## config.mk

```make
export PLATFORM = sky130hd
export DESIGN_NAME = mux_rr_arbiter
export DESIGN_NICKNAME = d
export VERILOG_FILES = /design/src/rtl/mux_rr_arbiter.sv
export SDC_FILE = /design/constraint.sdc
export NUM_CORES = 1
export LEC_CHECK = 0
export CAP_MARGIN = 5
export CORE_ASPECT_RATIO = 0.75
export CORE_MARGIN = 4
export CORE_UTILIZATION = 40
export CTS_BUF_LIST = sky130_fd_sc_hd__clkbuf_16
export DETAILED_ROUTE_END_ITERATION = 10
export GPL_TIMING_DRIVEN = 0
export PLACE_DENSITY = 0.82
export RECOVER_POWER = 100
export SKIP_CTS_REPAIR_TIMING = 1
export SLEW_MARGIN = 5
export SYNTH_ARGS = -nofsm -noshare
export SYNTH_HDL_FRONTEND = slang
export SYNTH_SLANG_ARGS = --single-unit
```

## constraint.sdc

```tcl
create_clock -name clk_i -period 5.2 [get_ports clk_i]
set_clock_uncertainty 0.15 [all_clocks]
set_input_delay 1.3 -clock clk_i [delete_from_list [all_inputs] [get_ports clk_i]]
set_output_delay 1.3 -clock clk_i [all_outputs]
set_load 0.05 [all_outputs]
```

## src/rtl/mux_rr_arbiter.sv

```systemverilog
// -----------------------------------------------------------------------------
// mux_rr_arbiter
//
// Round-robin arbiter that shares one DATA_W-bit output channel between
// NUM_REQ requesters. The winner's index drives the shared data mux (sel_o)
// and a one-hot grant goes back to the requesters. An owner keeps the channel
// for at most MAX_HOLD accepted beats, then the channel is re-arbitrated.
// Every release costs exactly one IDLE cycle before the next grant.
//
// Parameters:
//   NUM_REQ   number of requesters (2..8)
//   DATA_W    width of each requester word and of data_o
//   MAX_HOLD  accepted beats per grant before a forced release (>= 1)
//
// Ports:
//   clk_i    system clock, rising edge
//   rst_i    synchronous active-high reset
//   req_i    per-requester request, held while the requester has data
//   data_i   packed requester data, requester k at [k*DATA_W +: DATA_W]
//   ready_i  downstream accepts data_o this cycle
//   grant_o  registered one-hot grant (zero when idle)
//   sel_o    registered owner index (holds its value through IDLE)
//   data_o   owner's data slice while busy, zero otherwise
//   valid_o  owner is still requesting while busy
//   busy_o   arbiter is in the BUSY state
//
// Build option:
//   MUX_RR_ARBITER_FIXED_PRIO_EN  when defined, the lowest-index active
//   requester always wins and the rotation pointer is not kept. Port list and
//   timing are the same in both builds.
// -----------------------------------------------------------------------------
module mux_rr_arbiter #(
    parameter int  NUM_REQ  = 4,
    parameter int  DATA_W   = 8,
    parameter int  MAX_HOLD = 16,
    localparam int SEL_W    = $clog2(NUM_REQ)
) (
    input  logic                      clk_i,
    input  logic                      rst_i,
    input  logic [NUM_REQ-1:0]        req_i,
    input  logic [NUM_REQ*DATA_W-1:0] data_i,
    input  logic                      ready_i,
    output logic [NUM_REQ-1:0]        grant_o,
    output logic [SEL_W-1:0]          sel_o,
    output logic [DATA_W-1:0]         data_o,
    output logic                      valid_o,
    output logic                      busy_o
);

    localparam int CNT_W = (MAX_HOLD > 1) ? $clog2(MAX_HOLD) : 1;
    localparam logic [CNT_W-1:0] LAST_BEAT = CNT_W'(MAX_HOLD - 1);

    typedef enum logic {
        IDLE = 1'b0,
        BUSY = 1'b1
    } state_t;

    state_t               state_q;
    state_t               state_d;
    logic [NUM_REQ-1:0]   grant_d;
    logic [SEL_W-1:0]     sel_d;
    logic [CNT_W-1:0]     beat_cnt;
    logic [CNT_W-1:0]     beat_cnt_d;
    logic [SEL_W-1:0]     winner;
    logic [SEL_W-1:0]     scan_idx;
    logic                 owner_req;
    logic                 beat;
    logic                 last_beat;
    logic                 arb_win;

    // Owner's request doubles as valid; a beat is a valid word the sink takes.
    assign owner_req = req_i[sel_o];
    assign busy_o    = (state_q == BUSY);
    assign valid_o   = busy_o & owner_req;
    assign beat      = valid_o & ready_i;
    assign last_beat = beat & (beat_cnt == LAST_BEAT);
    assign arb_win   = (state_q == IDLE) & (|req_i);

    // Shared output mux, forced to zero outside BUSY.
    always_comb begin
        data_o = '0;
        if (busy_o) begin
            for (int k = 0; k < NUM_REQ; k++) begin
                if (sel_o == SEL_W'(k)) begin
                    data_o = data_i[k*DATA_W +: DATA_W];
                end
            end
        end
    end

`ifdef MUX_RR_ARBITER_FIXED_PRIO_EN
    // Fixed priority: descending scan so the lowest active index is kept last.
    always_comb begin
        winner   = '0;
        scan_idx = '0;
        for (int i = NUM_REQ - 1; i >= 0; i--) begin
            scan_idx = SEL_W'(i);
            if (req_i[scan_idx]) begin
                winner = scan_idx;
            end
        end
    end
`else
    logic [SEL_W-1:0] last_ptr;

    // Round robin: scan offsets NUM_REQ..1 from last_ptr; the smallest offset
    // (the requester right after the previous owner) is assigned last and wins.
    // The previous owner itself sits at offset NUM_REQ, i.e. lowest priority.
    always_comb begin
        winner   = '0;
        scan_idx = '0;
        for (int i = NUM_REQ; i >= 1; i--) begin
            scan_idx = SEL_W'((int'(last_ptr) + i) % NUM_REQ);
            if (req_i[scan_idx]) begin
                winner = scan_idx;
            end
        end
    end

    // Reset to NUM_REQ-1 so requester 0 is first in line after reset.
    always_ff @(posedge clk_i) begin
        if (rst_i) begin
            last_ptr <= SEL_W'(NUM_REQ - 1);
        end else if (arb_win) begin
            last_ptr <= winner;
        end
    end
`endif

    // Next-state logic: grant on any request in IDLE, release on request drop
    // or on the final beat of the hold window. ready_i low freezes the count.
    always_comb begin
        state_d    = state_q;
        grant_d    = grant_o;
        sel_d      = sel_o;
        beat_cnt_d = beat_cnt;
        if (state_q == IDLE) begin
            if (arb_win) begin
                state_d    = BUSY;
                grant_d    = NUM_REQ'(1) << winner;
                sel_d      = winner;
                beat_cnt_d = '0;
            end
        end else begin
            if (!owner_req || last_beat) begin
                state_d    = IDLE;
                grant_d    = '0;
                beat_cnt_d = '0;
            end else if (beat) begin
                beat_cnt_d = beat_cnt + CNT_W'(1);
            end
        end
    end

    // State register boundary.
    always_ff @(posedge clk_i) begin
        if (rst_i) begin
            state_q  <= IDLE;
            grant_o  <= '0;
            sel_o    <= '0;
            beat_cnt <= '0;
        end else begin
            state_q  <= state_d;
            grant_o  <= grant_d;
            sel_o    <= sel_d;
            beat_cnt <= beat_cnt_d;
        end
    end

endmodule

```

==> impl_metrics.tcl, run 1 <==
set metrics [dict create \
    diodes 0 \
    relSlewSlack 0.5625 \
    worst-setup-path-type "input pin to primary output" \
    worstRegToRegCells 5 \
    die_h_um 50.34 \
    p_per_area_mw_per_mm2 271.3 \
    first_global_vias 1003 \
    row_count 15 \
    min_to "grant_o[2]" \
    cts_buffer_depth 2 \
    crit_path_frequent_cell "dlygate4sd3_1" \
    p_leak_nw 0.5880 \
    cts_root_buffer "clkbuf_16" \
    swShare 0.3368 \
    syn-instance-count 97 \
    hold_viol 0 \
    hp-start "grant_o[2]" \
    endpoint_kind "primary output" \
    cp-start-kind "input pin" \
    avgSynthCellArea_um2 9.855 \
    cp.required_ns 3.75 \
    r2r-end "grant_o[0]" \
    finalPower_mw 0.4373 \
    drc 0 \
    drt-wirelength-per-cell_um 15.57 \
    timing.hold.ws_ns 0.3370 \
    syn_nets 137 \
    die_w_um 64.45 \
    path_cells "dlygate4sd3_1, mux2i_4, o22ai_1, dlygate4sd3_1" \
    synth_area_um2 955.9 \
    drtIter0Drc 72 \
    hold_path_class "register to register" \
    ys_seq_elements 13 \
    drt_pass1_iterations 4 \
    grt-ovfl-total 0 \
    p_int_mw 0.2900 \
    place.detailed.hpwl_um 2283 \
    drv_slew 0 \
    avgViaCountPerCell 5.519 \
    worstHoldPathCells 2 \
    seqPwrFrac 0.264 \
    finalCritPeriodShare 0.9041 \
    seqCellArea_um2 260.3 \
    grt_pass1_wl_um 4457 \
    antenna_found_initial 0 \
    synthTopCellsByArea "dfxtp_1 27%, mux4_2 16%, and2_1 5.9%, o32ai_1 3.7%, mux4_1 2.7%" \
    final-setup-viol-count 0 \
    crit_buf_inv 2 \
    vias 1043 \
    worstPathArrival_ns 3.25 \
    clock_power_share 0.341 \
    layout-drive-gt1-share 0.1290 \
    rr_startpoint "sel_o[0]" \
    maxCapViolCount 0 \
    io_pins 55 \
    final_cell_area_mm2 0.001612 \
    netlist.area_leader.share 0.2723 \
    cts_made_buffers 3 \
    p_comb_frac 0.395 \
    htree_levels 1 \
    crit_path_max_incr_delay_ns 0.92 \
    portBuffers 54 \
    die-area_mm2 0.003244 \
    clock_latency_ns 0.25 \
    path_clk_slew_ns 0.04 \
    ys_seq_area_frac 0.2723 \
    fillers 183 \
    outcome "complete, no violations" \
    yosys.area.top_type "dfxtp_1" \
    start_util 0.4175 \
    rsz0062_at_grt "false" \
    place_congestion 0.7392 \
    r2r_slack_ns 3.18 \
    wl_um 2942 \
    cts.sinks 13 \
    grt_max_degree 11 \
    ys_types 40 \
    detail-route-antenna-nets 0 \
    cp_slowest_cell "dlygate4sd3_1" \
    cpLargestDelayFamily "buffers and inverters" \
    switchingPower_mw 0.1472 \
    nNetsFinal 196 \
    yosys_warnings 0 \
    grt_usage 0.1764 \
    area_growth_pct 68.59 \
    crit_fanout 5 \
    ir_drop_v 0.0002037 \
    tritoncts "done" \
    fin_crit_ns 4.701 \
    placed_area_mm2 0.001539 \
    multi_input_area_um2 645.6 \
    tns_ns 0 \
    core_area_mm2 0.002290 \
    fmax_mhz 212.7 \
    worst_slew_pin_slew_ns 0.6562 \
]
[worst max-delay path by stage]
stage | start | to | depth (start not counted)
floorplan | req_i[1] | valid_o | 2
global route | req_i[2] | valid_o | 4
detailed placement | req_i[3] | valid_o | 4
CTS | req_i[3] | valid_o | 4
finish | req_i[2] | valid_o | 4
global placement | req_i[3] | valid_o | 4
[cells in the final DEF, fill, tap and decap left out, types with 2 or more instances in the layout]
| cell | count |
|---|---|
| clkbuf_16 | 3 |
| nand2_1 | 6 |
| dfxtp_1 | 13 |
| clkbuf_1 | 3 |
| or4_1 | 3 |
| nor3_1 | 2 |
| nor4_1 | 2 |
| a211oi_1 | 3 |
| nand3_1 | 2 |
| nor2_1 | 5 |
| mux4_2 | 7 |
| clkdlybuf4s50_1 | 37 |
| o32ai_1 | 4 |
| dlygate4sd3_1 | 17 |
| o31ai_1 | 2 |
| a21oi_1 | 5 |
| and2_1 | 9 |
| o21ai_0 | 3 |
| nand2b_1 | 3 |
| inv_1 | 4 |
[cells in the mapped netlist]
cell      instances
or2b_1            1
nor3_1            2
o311ai_0          1
nand4_1           1
a21boi_0          1
mux2i_1           1
o32ai_1           4
clkbuf_2          1
nand2b_1          3
clkbuf_1          2
a211oi_1          3
and2_1            9
o22a_1            1
nand2_1           6
nor2b_4           1
buf_2             1
a21oi_1           5
or4_1             3
mux4_1            1
or2_2             1
buf_6             1
o32ai_2           1
nor4_2            1
or2b_2            1
o21ai_0           3
dfxtp_1          13
or3_1             1
o22ai_1           1
nand3_1           2
mux4_2            7
inv_1             4
o211ai_1          1
o31ai_1           2
mux2i_4           1
nor2_1            5
a211oi_2          1
nand3b_1          1
ha_1              1
nor4_1            1
or3b_2            1
[metal layers]
layer  wire length, um  vias up  global-route usage
li1                  -      493                   -
met1              1246      485              0.2153
met2              1320       60              0.2911
met3               332        5             0.05145
met4                42        0             0.07368
met5                 0        -                   0
[power by group through the flow]
stage          Clock (mW)  Sequential, mW  Combinational (mW)
3_5_place_dp            0           0.117               0.178
3_3_place_gp            0           0.117               0.175
2_1_floorplan           0           0.135              0.0921
4_1_cts             0.151           0.116               0.179
5_1_grt             0.155           0.116               0.183
6_report            0.149           0.115               0.173
[stage by stage]
step	utilization	instances	worst slack [ns]
3_5_place_dp	0.6721	185	0.5808
6_report	0.7038	189	0.4986
3_3_place_gp	0.6721	185	0.5989
4_1_cts	0.7071	189	0.5744
2_1_floorplan	-	97	1.505
5_1_grt	0.7038	189	0.4202
[cell families after synthesis]
group,synth area share
flip-flops,0.2723
multiplexers,0.2264
AND/OR/NAND/NOR,0.2539
buffers and inverters,0.04580
adder cells (fa/ha/maj),0.01309
AO/OA/AOI/OAI,0.1885
[worst reg2reg max path, stage by stage (launching register included)]
cell	delay (ns)
dfxtp_1	0.37
buf_6	0.20
mux2i_4	0.26
o22ai_1	0.14
a21oi_1	0.55
o32ai_1	0.18
[final cells by class]
class                      count  area share
buffer                         5     0.01708
clock buffer                   3     0.04658
clock inverter                 1    0.003106
inverter                       4    0.009317
multi-input combinational     75      0.4006
sequential                    13      0.1615
tap                           34     0.02640
timing repair buffer          54      0.3354
[state kept, by name (all words and copies together) (netlist names)]
name	cells
beat_cnt	4
grant_o	4
last_ptr	2
sel_o	2
busy_o	1
Note: power is estimated with default switching activity, not from simulation.
==> inputs of run 2 (changes only) <==
--- a/config.mk
+++ b/config.mk
@@ -7,7 +7,7 @@
 export LEC_CHECK = 0
 export CAP_MARGIN = 5
 export CORE_ASPECT_RATIO = 0.75
-export CORE_MARGIN = 4
+export CORE_MARGIN = 5
 export CORE_UTILIZATION = 40
 export CTS_BUF_LIST = sky130_fd_sc_hd__clkbuf_16
 export DETAILED_ROUTE_END_ITERATION = 10
==> impl_metrics.tcl, run 2 (synthesis gave the netlist of run 1 again) <==
set metrics [dict create \
    drtIter0Drc 31 \
    ir_drop_v 0.0002313 \
    htree_levels 1 \
    place_inst 185 \
    cts_buffer_depth 2 \
    final_cell_mix "37 x clkdlybuf4s50_1, 17 x dlygate4sd3_1, 13 x dfxtp_1, 9 x and2_1, 7 x mux4_2" \
    p_leak_nw 0.5879 \
    cp_slowest_cell "dlygate4sd3_1" \
    start_util 0.4175 \
    hold_path_class "register to register" \
    crit_buf_inv 2 \
    multi_input_area_um2 638.1 \
    cp-start-kind "input pin" \
    wl_um 3021 \
    row_count 15 \
    io_pins 55 \
    timing.hold.ws_ns 0.3193 \
    crit_path_max_incr_delay_ns 0.92 \
    drc 0 \
    drt_pass1_iterations 4 \
    fin_crit_ns 4.717 \
    finalCritPeriodShare 0.9071 \
    nNetsFinal 196 \
    vias 1011 \
    path_clk_slew_ns 0.04 \
    crit_fanout 6 \
    place.detailed.hpwl_um 2442 \
    relSlewSlack 0.4226 \
    antenna_found_initial 0 \
    area_growth_pct 67.67 \
    crit_path_frequent_cell "dlygate4sd3_1" \
    worst_slew_pin_slew_ns 0.8635 \
    cts_root_buffer "clkbuf_16" \
    outcome "complete, no violations" \
    first_global_vias 977 \
    fmax_mhz 212.0 \
    worstPathArrival_ns 3.27 \
    path_cells "dlygate4sd3_1, mux2i_1, o22ai_1, dlygate4sd3_1" \
    die_w_um 66.45 \
    endpoint_kind "primary output" \
    die-area_mm2 0.003478 \
    seqCellArea_um2 260.3 \
    cts_made_buffers 3 \
    tritoncts "done" \
    clock_latency_ns 0.24 \
    final_common_cell "clkdlybuf4s50_1" \
    worst-setup-path-type "input pin to primary output" \
    grt_pass1_wl_um 4823 \
    reg_top3 "beat_cnt (4), grant_o (4)" \
    grt_usage 0.1842 \
    drt-wirelength-per-cell_um 15.98 \
    die_h_um 52.34 \
    rsz0062_at_grt "false" \
    grt_max_degree 11 \
    layout-drive-gt1-share 0.1161 \
    instances_no_fill 189 \
    place_congestion 0.7968 \
    diodes 0 \
    tns_ns 0 \
    maxCapViolCount 0 \
    final-setup-viol-count 0 \
    detail-route-antenna-nets 0 \
    fillers 204 \
    cp.required_ns 3.75 \
    avgViaCountPerCell 5.349 \
    portBuffers 54 \
    drv_slew 0 \
    cpLargestDelayFamily "buffers and inverters" \
    p_per_area_mw_per_mm2 267.0 \
    core_area_mm2 0.002290 \
    grt-ovfl-total 0 \
    cts.sinks 13 \
    hold_viol 0 \
]
-- run 2: path summary, 6_finish.rpt --
path,endpoint,slack [ns],startpoint,cells after the start
max,valid_o,0.48,req_i[1],4
max reg2reg,beat_cnt[3],3.14,sel_o[0],5
min reg2reg,grant_o[1],0.32,grant_o[1],2
min,grant_o[1],0.32,grant_o[1],2
-- run 2: where the power goes --
| part | total (mW) | leakage [nW] | switching, mW | internal, mW |
|---|---|---|---|---|
| combinational | 0.172 | 0.439 | 0.0928 | 0.0789 |
| sequential | 0.115 | 0.107 | 0.00708 | 0.108 |
| clock | 0.141 | 0.0423 | 0.0397 | 0.101 |
| total | 0.428 | 0.588 | 0.140 | 0.288 |
-- run 2: tightest hold or removal path, cell delays in order, from the launching register on --
cell     delay, ns
dfxtp_1       0.30
inv_1         0.04
o32ai_1       0.07
-- run 2: cell type report --
class                           count  share of cell area
Sequential cell                    13              0.1624
Timing Repair Buffer               54              0.3372
Buffer                              5             0.01717
Clock buffer                        3             0.04684
Tap cell                           34             0.02654
Multi-Input combinational cell     75              0.3981
Clock inverter                      1            0.002342
Inverter                            4            0.009368
-- run 2: per-stage QoR --
stage	utilization	total power [mW]	cell area, um^2	setup slack [ns]
2_1_floorplan	-	0.2267	955.9	1.505
3_3_place_gp	0.6721	0.2923	1539	0.5948
3_5_place_dp	0.6721	0.2954	1539	0.5758
4_1_cts	0.7066	0.4376	1618	0.5793
5_1_grt	0.7000	0.4499	1603	0.4085
6_report	0.7000	0.4280	1603	0.4831
-- run 2: routing by layer --
metal	GRT usage	wire, um	vias up
met5	0	0	-
met4	0.05068	29	0
met3	0.06652	356	4
met2	0.2998	1329	54
met1	0.2296	1306	459
li1	-	-	494
